## config.mk

```make
export PLATFORM = sky130hd
export DESIGN_NAME = bcd_subtractor16_serial_flat
export DESIGN_NICKNAME = d
export VERILOG_FILES = /design/src/rtl/bcd_subtractor16_serial_pkg.sv /design/src/rtl/bcd_subtractor16_serial_if.sv /design/src/rtl/bcd_subtractor16_serial_digit_sub.sv /design/src/rtl/bcd_subtractor16_serial.sv /design/src/flat_wrapper.sv
export SDC_FILE = /design/constraint.sdc
export NUM_CORES = 1
export LEC_CHECK = 0
export CAP_MARGIN = 5
export CORE_ASPECT_RATIO = 0.8
export CORE_MARGIN = 4
export CORE_UTILIZATION = 55
export CTS_CLUSTER_DIAMETER = 200
export CTS_CLUSTER_SIZE = 20
export DETAILED_ROUTE_END_ITERATION = 16
export PLACE_DENSITY = 0.85
export SLEW_MARGIN = 20
export SYNTH_ARGS = -nofsm -noshare
export SYNTH_HDL_FRONTEND = slang
export SYNTH_SLANG_ARGS = --single-unit
```

## constraint.sdc

```tcl
create_clock -name clk -period 7.99 [get_ports clk]
set_input_delay 1.598 -clock clk [delete_from_list [all_inputs] [get_ports clk]]
set_output_delay 1.598 -clock clk [all_outputs]
set_load 0.01 [all_outputs]
```

## src/rtl/bcd_subtractor16_serial_pkg.sv

```systemverilog
`default_nettype none
// ============================================================================
// Module      : bcd_pkg
// Description : Shared types and constants for the digit-serial BCD
//               subtractor:
//               - bcd_digit_t  : one packed-BCD digit
//               - state_t      : controller states
//               - is_bad_digit : flags a digit code above 9
//               Optional build macro: BCD_SUB_CHECK_EN (used by the top).
// Revision    : 1.0 - initial release
// ============================================================================
package bcd_pkg;

    typedef logic [3:0] bcd_digit_t;

    typedef enum logic [1:0] {
        IDLE = 2'd0,
        CALC = 2'd1,
        DONE = 2'd2
    } state_t;

    localparam bcd_digit_t BCD_RADIX     = 4'd10;
    localparam bcd_digit_t BCD_MAX_DIGIT = 4'd9;

    function automatic logic is_bad_digit(input bcd_digit_t d);
        return (d > BCD_MAX_DIGIT);
    endfunction

endpackage
`default_nettype wire

```

## src/rtl/bcd_subtractor16_serial_if.sv

```systemverilog
`default_nettype none
// ============================================================================
// Module      : bcd_subtractor16_serial_if
// Description : Operand/result handshake bundle of the serial BCD subtractor.
//               Operand side : in_valid, in_ready, a, b, bin
//               Result side  : out_valid, out_ready, diff, bout, err
//               master : the producer/consumer around the subtractor
//               slave  : the subtractor itself
// Revision    : 1.0 - initial release
// ============================================================================
interface bcd_subtractor16_serial_if #(
    parameter int DIGITS = 4
);
    logic                  in_valid;
    logic                  in_ready;
    logic [4*DIGITS-1:0]   a;
    logic [4*DIGITS-1:0]   b;
    logic                  bin;
    logic                  out_valid;
    logic                  out_ready;
    logic [4*DIGITS-1:0]   diff;
    logic                  bout;
    logic                  err;

    modport master (
        output in_valid, a, b, bin, out_ready,
        input  in_ready, out_valid, diff, bout, err
    );

    modport slave (
        input  in_valid, a, b, bin, out_ready,
        output in_ready, out_valid, diff, bout, err
    );
endinterface
`default_nettype wire

```

## src/rtl/bcd_subtractor16_serial_digit_sub.sv

```systemverilog
`default_nettype none
// ============================================================================
// Module      : bcd_digit_sub
// Description : Combinational single-digit BCD subtract, d = a_d - b_d - brw_in
//               with ten's-complement wrap on borrow.
//               Inputs  : a_d, b_d (BCD digits), brw_in (borrow in)
//               Outputs : d (result digit), brw_out (borrow out),
//                         bad (either operand digit above 9)
// Revision    : 1.0 - initial release
// ============================================================================
module bcd_digit_sub
    import bcd_pkg::*;
(
    input  wire bcd_digit_t a_d,
    input  wire bcd_digit_t b_d,
    input  wire logic       brw_in,
    output bcd_digit_t      d,
    output logic            brw_out,
    output logic            bad
);
    // Range of a_d - b_d - brw_in is -16..15, so 5 bits two's complement
    // hold it exactly and bit 4 is the sign.
    logic [4:0] w_t;

    assign w_t     = {1'b0, a_d} - {1'b0, b_d} - {4'd0, brw_in};
    assign brw_out = w_t[4];
    // Negative: add the radix back; the 4-bit truncation is intentional.
    assign d       = w_t[4] ? (w_t[3:0] + BCD_RADIX) : w_t[3:0];
    assign bad     = is_bad_digit(a_d) | is_bad_digit(b_d);

endmodule
`default_nettype wire

```

## src/rtl/bcd_subtractor16_serial.sv

```systemverilog
`default_nettype none
// ============================================================================
// Module      : bcd_subtractor16_serial
// Description : Digit-serial packed-BCD subtractor, diff = a - b - bin,
//               one digit per clock, least significant digit first.
//               bout=1 means a < b + bin and diff is the ten's complement.
//               Ports : clk, rst_n (async, active-low),
//                       bus (slave modport of bcd_subtractor16_serial_if)
//               Macro : BCD_SUB_CHECK_EN - when defined, err flags any
//                       operand digit above 9 (captured at acceptance);
//                       otherwise err is tied to 0.
// Revision    : 1.0 - initial release
// ============================================================================
module bcd_subtractor16_serial
    import bcd_pkg::*;
#(
    parameter int DIGITS = 4
) (
    input  wire logic                  clk,
    input  wire logic                  rst_n,
    bcd_subtractor16_serial_if.slave   bus
);
    localparam int c_w    = 4 * DIGITS;
    localparam int c_idxw = (DIGITS > 1) ? $clog2(DIGITS) : 1;
    localparam logic [c_idxw-1:0] c_last = c_idxw'(DIGITS - 1);

    state_t             r_state;
    logic [c_idxw-1:0]  r_idx;
    logic [c_w-1:0]     r_a;
    logic [c_w-1:0]     r_b;
    logic               r_brw;
    logic [c_w-1:0]     r_diff;
    logic               r_bout;
    logic               r_in_ready;
    logic               r_out_valid;

    bcd_digit_t         w_a_d;
    bcd_digit_t         w_b_d;
    bcd_digit_t         w_d;
    logic               w_brw_out;
    logic               w_digit_bad;
    logic               w_accept;
    logic               w_release;

    // One shared digit slice, steered by idx.
    assign w_a_d = r_a[{r_idx, 2'b00} +: 4];
    assign w_b_d = r_b[{r_idx, 2'b00} +: 4];

    bcd_digit_sub u_digit_sub (
        .a_d     (w_a_d),
        .b_d     (w_b_d),
        .brw_in  (r_brw),
        .d       (w_d),
        .brw_out (w_brw_out),
        .bad     (w_digit_bad)
    );

    // Operands are screened as a whole at acceptance, so the per-digit flag
    // of the shared slice is not needed here.
    logic w_unused_bad;
    assign w_unused_bad = w_digit_bad;

    assign w_accept  = (r_state == IDLE) && bus.in_valid && r_in_ready;
    assign w_release = (r_state == DONE) && bus.out_ready;

    always_ff @(posedge clk or negedge rst_n) begin
        if (!rst_n) begin
            r_state     <= IDLE;
            r_idx       <= '0;
            r_a         <= '0;
            r_b         <= '0;
            r_brw       <= 1'b0;
            r_diff      <= '0;
            r_bout      <= 1'b0;
            r_in_ready  <= 1'b0;
            r_out_valid <= 1'b0;
        end else begin
            case (r_state)
                IDLE: begin
                    r_in_ready <= 1'b1;
                    if (w_accept) begin
                        r_a        <= bus.a;
                        r_b        <= bus.b;
                        r_brw      <= bus.bin;
                        r_idx      <= '0;
                        r_diff     <= '0;
                        r_bout     <= 1'b0;
                        r_in_ready <= 1'b0;
                        r_state    <= CALC;
                    end
                end
                CALC: begin
                    r_diff[{r_idx, 2'b00} +: 4] <= w_d;
                    r_brw                       <= w_brw_out;
                    if (r_idx == c_last) begin
                        r_idx       <= '0;
                        r_bout      <= w_brw_out;
                        r_out_valid <= 1'b1;
                        r_state     <= DONE;
                    end else begin
                        r_idx <= r_idx + 1'b1;
                    end
                end
                DONE: begin
                    if (w_release) begin
                        r_out_valid <= 1'b0;
                        r_in_ready  <= 1'b1;
                        r_state     <= IDLE;
                    end
                end
                default: begin
                    r_state <= IDLE;
                end
            endcase
        end
    end

`ifdef BCD_SUB_CHECK_EN
    logic r_err;
    logic w_in_bad;

    always_comb begin
        w_in_bad = 1'b0;
        for (int k = 0; k < DIGITS; k++) begin
            w_in_bad = w_in_bad | is_bad_digit(bus.a[4*k +: 4])
                                | is_bad_digit(bus.b[4*k +: 4]);
        end
    end

    always_ff @(posedge clk or negedge rst_n) begin
        if (!rst_n) begin
            r_err <= 1'b0;
        end else if (w_accept) begin
            r_err <= w_in_bad;
        end else if (w_release) begin
            r_err <= 1'b0;
        end
    end

    assign bus.err = r_err;
`else
    assign bus.err = 1'b0;
`endif

    assign bus.in_ready  = r_in_ready;
    assign bus.out_valid = r_out_valid;
    assign bus.diff      = r_diff;
    assign bus.bout      = r_bout;

endmodule
`default_nettype wire
```

## src/flat_wrapper.sv

```systemverilog
// flat-port wrapper written by rule: the top's interface ports become plain ports
module bcd_subtractor16_serial_flat import bcd_pkg::*;
#(
    parameter int DIGITS = 4
)
  (clk, rst_n, bus_in_valid, bus_a, bus_b, bus_bin, bus_out_ready, bus_in_ready, bus_out_valid, bus_diff, bus_bout, bus_err);
  bcd_subtractor16_serial_if #(.DIGITS(DIGITS)) bus_i ();
  input  wire logic clk;
  input  wire logic rst_n;
  input wire logic [$bits(bus_i.in_valid)-1:0] bus_in_valid;
  input wire logic [$bits(bus_i.a)-1:0] bus_a;
  input wire logic [$bits(bus_i.b)-1:0] bus_b;
  input wire logic [$bits(bus_i.bin)-1:0] bus_bin;
  input wire logic [$bits(bus_i.out_ready)-1:0] bus_out_ready;
  output wire logic [$bits(bus_i.in_ready)-1:0] bus_in_ready;
  output wire logic [$bits(bus_i.out_valid)-1:0] bus_out_valid;
  output wire logic [$bits(bus_i.diff)-1:0] bus_diff;
  output wire logic [$bits(bus_i.bout)-1:0] bus_bout;
  output wire logic [$bits(bus_i.err)-1:0] bus_err;
  assign bus_i.in_valid = bus_in_valid;
  assign bus_i.a = bus_a;
  assign bus_i.b = bus_b;
  assign bus_i.bin = bus_bin;
  assign bus_i.out_ready = bus_out_ready;
  assign bus_in_ready = bus_i.in_ready;
  assign bus_out_valid = bus_i.out_valid;
  assign bus_diff = bus_i.diff;
  assign bus_bout = bus_i.bout;
  assign bus_err = bus_i.err;
  bcd_subtractor16_serial #(.DIGITS(DIGITS)) u_core (.clk(clk), .rst_n(rst_n), .bus(bus_i));
endmodule
```

==> flow_summary.toml, run 1 <==
[outcome]
status = "completed"

[power_and_ir_drop]
powerDensity_nw_per_um2 = 450
total_leakage_power_nw = 1.45
ir_drop_uv = 320

[hold_path]
worstHoldPathType = "reg2reg"
min_from = "u_core.bus.diff[6]"

[synth]
async_flop_share_pct = 100
synth_cell_types = 40
synth_ff_type = "dfrtp_1"
synth-seq-area-share_pct = 51.1
yosysWarnings = 0
synthCells = 213
avgSynthCellArea_um2 = 12.9
syn_area_um2 = 2740
synth_fp_nets = 264
synth-seq-cells = 56
netlist.area_leader.share_pct = 51.1
yosysTopAreaCell = "dfrtp_1"
synth_area_leaders = "dfrtp_1 (51%), mux2_2 (13%), ha_1 (5.5%)"
yosysMostFrequentCell = "dfrtp_1"
synth_common_cells = "dfrtp_1 (56), mux2_2 (32), o21ai_0 (23)"
synth_edf_count = 0

[die]
row_count = 22
initial_core_util_pct = 58.2
die_x_um = 86.9
die-area_um2 = 6180
die_h_um = 71.1
core_um2 = 4710
io_pins = 57

[clocking]
numCtsBuffers = 5
post_cts_buffers = 0
clkSinkCount = 56
tritoncts = "yes"
cts-root-buf = "clkbuf_8"
clk_latency_ns = 0.30
clockBufferDepth = 2
clk_pin_slew_ns = 0.09
postCtsHoldBufs = 0
cts.repair.resized = 0
htreeDepth = 2

[finish]
diodes = 0
num-nets-final = 318
fin_area_um2 = 3380
fillers = 342
synthToLayoutAreaGrowth_pct = 23.5
drive_above_1_share_pct = 20.2
regArea_um2 = 1400
multi_input_comb_area_um2 = 1220

[routing]
drt-total-wl_um = 5040
post_drt_wl_per_cell_um = 15.4
ant_nets = 0
drc_errors = 0
avgViaCountPerCell = 5.48
vias = 1792
drtPass1Iterations = 4
drt_iter0_markers = 33

[global_routing]
grt.total_usage_pct = 16.9
grt_max_degree = 57
grt_pass1_wl_um = 8270
overflow = 0
first_global_vias = 1831
antenna_found_initial = 0

[sta]
worst_slew_pin_slew_ns = 0.869
fin_ws_ns = 4.29
fin_crit_ns = 3.70
fin_crit_sh_pct = 46.3
finClkSkew_ns = 0.00721
setup_viol = 0
maxSlewViolCount = 0
rsz0062_at_grt = "false"
max_freq_mhz = 270
finalHoldViolCount = 0
fin_setup_tns_ns = 0
slew_headroom_pct = 42.0

[setup_path]
cp-startpoint = "u_core.r_idx[0]"
end_kind = "flip-flop"
required_ns = 8.16
worstPathArrival_ns = 3.87
crit_path_start_kind = "flip-flop"
path_max_fanout = 16
reg2reg_from = "u_core.r_idx[0]"
crit_type = "reg2reg"

[placed_design]
hpwl_um = 3780
dpl_cell_area_um2 = 3310
gp_congestion = 0.884
portBuffers = 55
dp_slack_ns = 4.07

[run]
drv_cap = 0
## critical path: stages (launching register included)
cell	delay, ns
dfrtp_1	0.82
mux4_2	0.62
fa_1	0.43
fa_1	0.43
nand2b_1	0.18
a31oi_1	0.25
and2_1	0.25
mux2i_1	0.41
o21ai_0	0.17
## registers in the layout, indices dropped and copies added (netlist names)
signal	cells
u_core.r_state	2
u_core.r_idx	2
u_core.bus.bout	1
u_core.bus.diff	16
u_core.r_a	16
u_core.r_b	16
u_core.bus.in_ready	1
u_core.r_brw	1
u_core.bus.out_valid	1
## cell usage in the layout, fill, tap and decap left out, types with 2 or more instances in the layout
master           instances
clkdlybuf4s50_1         54
xor2_1                   3
clkbuf_8                 5
ha_1                    12
and4_1                   2
nand2_1                 15
nand4_1                  2
nand2b_1                 2
a22o_1                   2
and2_1                   2
dfrtp_1                 56
fa_1                     2
o21ai_0                 23
a32o_1                   2
mux2_2                  32
nand3_1                  3
o31ai_1                  2
a21oi_1                  2
a22o_2                   3
nor2_1                   2
mux4_1                   2
mux4_2                   6
inv_1                   14
## power breakdown
group | switching [mW] | total [mW] | internal, mW
clock network | 0.0841 | 0.144 | 0.0599
logic | 0.502 | 0.911 | 0.409
registers | 0.0729 | 0.468 | 0.395
total | 0.659 | 1.52 | 0.864
## worst paths after layout
kind,cells past startpoint,slack (ns),end
min in group asynchronous,2,1.42,u_core.bus.out_valid
hold / removal,2,0.49,u_core.bus.diff[6]
max in group asynchronous,2,6.14,u_core.r_b[5]
hold reg to reg,2,0.49,u_core.bus.diff[6]
setup / recovery,8,4.29,u_core.bus.diff[14]
setup reg to reg,8,4.29,u_core.bus.diff[14]
## stage by stage
step | cells | total power [mW] | hold WS (ns) | util, %
detailed placement | 320 | 1.39 | 0.478 | 70.3
CTS | 327 | 1.54 | 0.499 | 71.9
floorplan | 213 | 1.12 | 0.470 | -
global placement | 320 | 1.34 | 0.476 | 70.3
finish | 327 | 1.52 | 0.492 | 71.9
global route | 327 | 1.63 | 0.523 | 71.9
## layer usage
layer / GRT usage [%] / wire (um) / vias to the layer above
met5: 0 / 0 / -
met4: 2.25 / 7 / 0
met3: 4.54 / 310 / 2
met2: 29.5 / 2500 / 49
met1: 21.8 / 2230 / 873
li1: - / - / 868
## cells by family after synthesis
family | after synthesis | synth area share, %
AOI/OAI and AO/OA | 40 | 9.32
xor gates and xnor gates | 4 | 1.28
adders and majority gates | 14 | 6.94
buffers and inverters | 23 | 4.34
DFF | 56 | 51.1
muxes | 41 | 20.4
other | 1 | 0.137
and+or+nand+nor | 34 | 6.48
## layout make-up
| type | count | share of cell area [%] |
|---|---|---|
| tap | 60 | 2.22 |
| clock inverter | 1 | 0.148 |
| timing repair buffer | 56 | 16.3 |
| clock buffer | 6 | 2.14 |
| sequential | 56 | 41.4 |
| inverter | 14 | 1.55 |
| multi-input combinational | 134 | 36.2 |
(Power assumes the default switching activity.)
==> run 2: changes to the inputs <==
Settings changed: CORE_UTILIZATION 55 to 51, PLACE_DENSITY 0.85 to 0.8.
Clock period 7.99 ns to 3.84 ns, I/O delays scaled along.
==> flow_summary.toml, run 2 (synthesized netlist as in run 1, its figures left out) <==
[sta]
maxSlewViolCount = 0
slew_headroom_pct = 51.7
fin_crit_ns = 3.22
rsz0062_at_grt = "false"
fin_setup_tns_ns = 0
max_freq_mhz = 310
finalHoldViolCount = 0
setup_viol = 0
fin_ws_ns = 0.617
fin_crit_sh_pct = 83.9
finClkSkew_ns = 0.00569
worst_slew_pin_slew_ns = 0.724

[setup_path]
cp_slowest_cell = "mux4_2"
path_max_fanout = 6
path_buf_inv = 0
regToRegEndpoint = "u_core.bus.diff[1]"
worstPathArrival_ns = 3.41
path_depth = 8
crit_type = "reg2reg"
crit_top_cell = "fa_1"
reg2reg_depth = 8
r2r_slack_ns = 0.62
reg2reg_from = "u_core.r_idx[0]"
path_delay_family = "adder cells"
cp-startpoint = "u_core.r_idx[0]"
crit_path_start_kind = "flip-flop"
worstPathCellList = "mux4_2 -> fa_1 -> fa_1 -> nand2b_1 -> a211o_1 -> and2_1 -> xor2_1 -> o21ai_0"
max_stage_delay_ns = 0.56
crit_end = "u_core.bus.diff[1]"
end_kind = "flip-flop"
required_ns = 4.02

[placed_design]
dp_slack_ns = 0.637
gp_congestion = 0.806
hpwl_um = 4020
dpl_cell_area_um2 = 3330
portBuffers = 55

[die]
core_um2 = 5090
io_pins = 57
initial_core_util_pct = 53.8
die_h_um = 73.6
die-area_um2 = 6620
die_x_um = 90.0
row_count = 23

[routing]
post_drt_wl_per_cell_um = 15.6
avgViaCountPerCell = 5.40
drt_iter0_markers = 87
ant_nets = 0
drc_errors = 0
drtPass1Iterations = 4
vias = 1797
drt-total-wl_um = 5210

[hold_path]
worstHoldPathType = "reg2reg"
hold_depth = 2

[clocking]
tritoncts = "yes"
clkSinkCount = 56
cts.repair.resized = 0
clockBufferDepth = 2
post_cts_buffers = 0
clk_latency_ns = 0.31
postCtsHoldBufs = 0
htreeDepth = 2
clk_pin_slew_ns = 0.10
cts-root-buf = "clkbuf_8"
numCtsBuffers = 5

[finish]
diodes = 0
drive_above_1_share_pct = 21.8
fillers = 399
layout_common_cells = "dfrtp_1 (56), clkdlybuf4s50_1 (54), mux2_2 (32)"
final_core_util_pct = 67.2
synthToLayoutAreaGrowth_pct = 25.0
layout.cells.most_common = "dfrtp_1"
num-nets-final = 321
fin_area_um2 = 3420

[outcome]
status = "completed"

[power_and_ir_drop]
swShare_pct = 41.5
ir_drop_uv = 551
power.share.clock_pct = 10.5
seqPwrFrac_pct = 30.6
powerDensity_nw_per_um2 = 910
netSwitchingPower_mw = 1.29
power.internal_mw = 1.82
totalPowerFinal_mw = 3.12
combPwrFrac_pct = 58.8
total_leakage_power_nw = 1.47

[global_routing]
grt_max_degree = 36
first_global_vias = 1861
overflow = 0
grt.total_usage_pct = 17.0
antenna_found_initial = 0
grt_pass1_wl_um = 8960

[run]
drv_cap = 0
==> run 2: changes by cell type in the layout (fill, tap and decap cells not counted) <==
cell      previous run  this run
buf_4                1         4
clkbuf_1             1         0
clkbuf_8             5         6
clkinv_2             1         2
==> run 2: metal layers <==
layer | track usage, % | up-vias | part of all wire, %
li1 | - | 873 | -
met1 | 23.5 | 869 | 49
met2 | 27.1 | 49 | 45
met3 | 4.71 | 6 | 5.6
met4 | 4.07 | 0 | 0.92
met5 | 0 | - | 0
==> run 2: per-stage QoR <==
stage | cells | hold WS, ns
2_1_floorplan | 213 | 0.470
3_3_place_gp | 325 | 0.465
3_5_place_dp | 325 | 0.470
4_1_cts | 333 | 0.491
5_1_grt | 333 | 0.513
6_report | 333 | 0.482
==> run 2: power by group through the flow <==
| stage | clock network [mW] | registers (mW) | logic (mW) |
|---|---|---|---|
| after floorplan | 0 | 0.931 | 1.39 |
| after global placement | 0 | 0.964 | 1.78 |
| after detailed placement | 0 | 0.965 | 1.84 |
| after CTS | 0.332 | 0.955 | 1.85 |
| after global routing | 0.356 | 0.987 | 2.06 |
| final | 0.329 | 0.954 | 1.83 |
==> run 2: worst min-delay path by stage <==
stage | startpoint | to | slack (ns)
6_report | u_core.bus.diff[4] | u_core.bus.diff[4] | 0.48
5_1_grt | u_core.bus.diff[4] | u_core.bus.diff[4] | 0.51
4_1_cts | u_core.bus.diff[4] | u_core.bus.diff[4] | 0.49
3_5_place_dp | u_core.bus.diff[4] | u_core.bus.diff[4] | 0.47
3_3_place_gp | u_core.bus.diff[4] | u_core.bus.diff[4] | 0.46
2_1_floorplan | rst_n | u_core.bus.bout | 0.47
==> run 2: worst min-delay path: cells and delay by family, from the launching register on <==
kind	cells	cell delay [ns]
simple gates	1	0.04
flops	1	0.35
compound gates	1	0.06
==> run 2: cell type report <==
| type | instances | area, um2 | share of cell area [%] |
|---|---|---|---|
| Tap cell | 62 | 77.6 | 2.27 |
| Timing Repair Buffer | 59 | 576 | 16.8 |
| Sequential cell | 56 | 1400 | 40.9 |
| Clock buffer | 6 | 82.6 | 2.41 |
| Multi-Input combinational cell | 134 | 1220 | 35.8 |
| Inverter | 14 | 52.6 | 1.53 |
| Clock inverter | 2 | 10.0 | 0.292 |
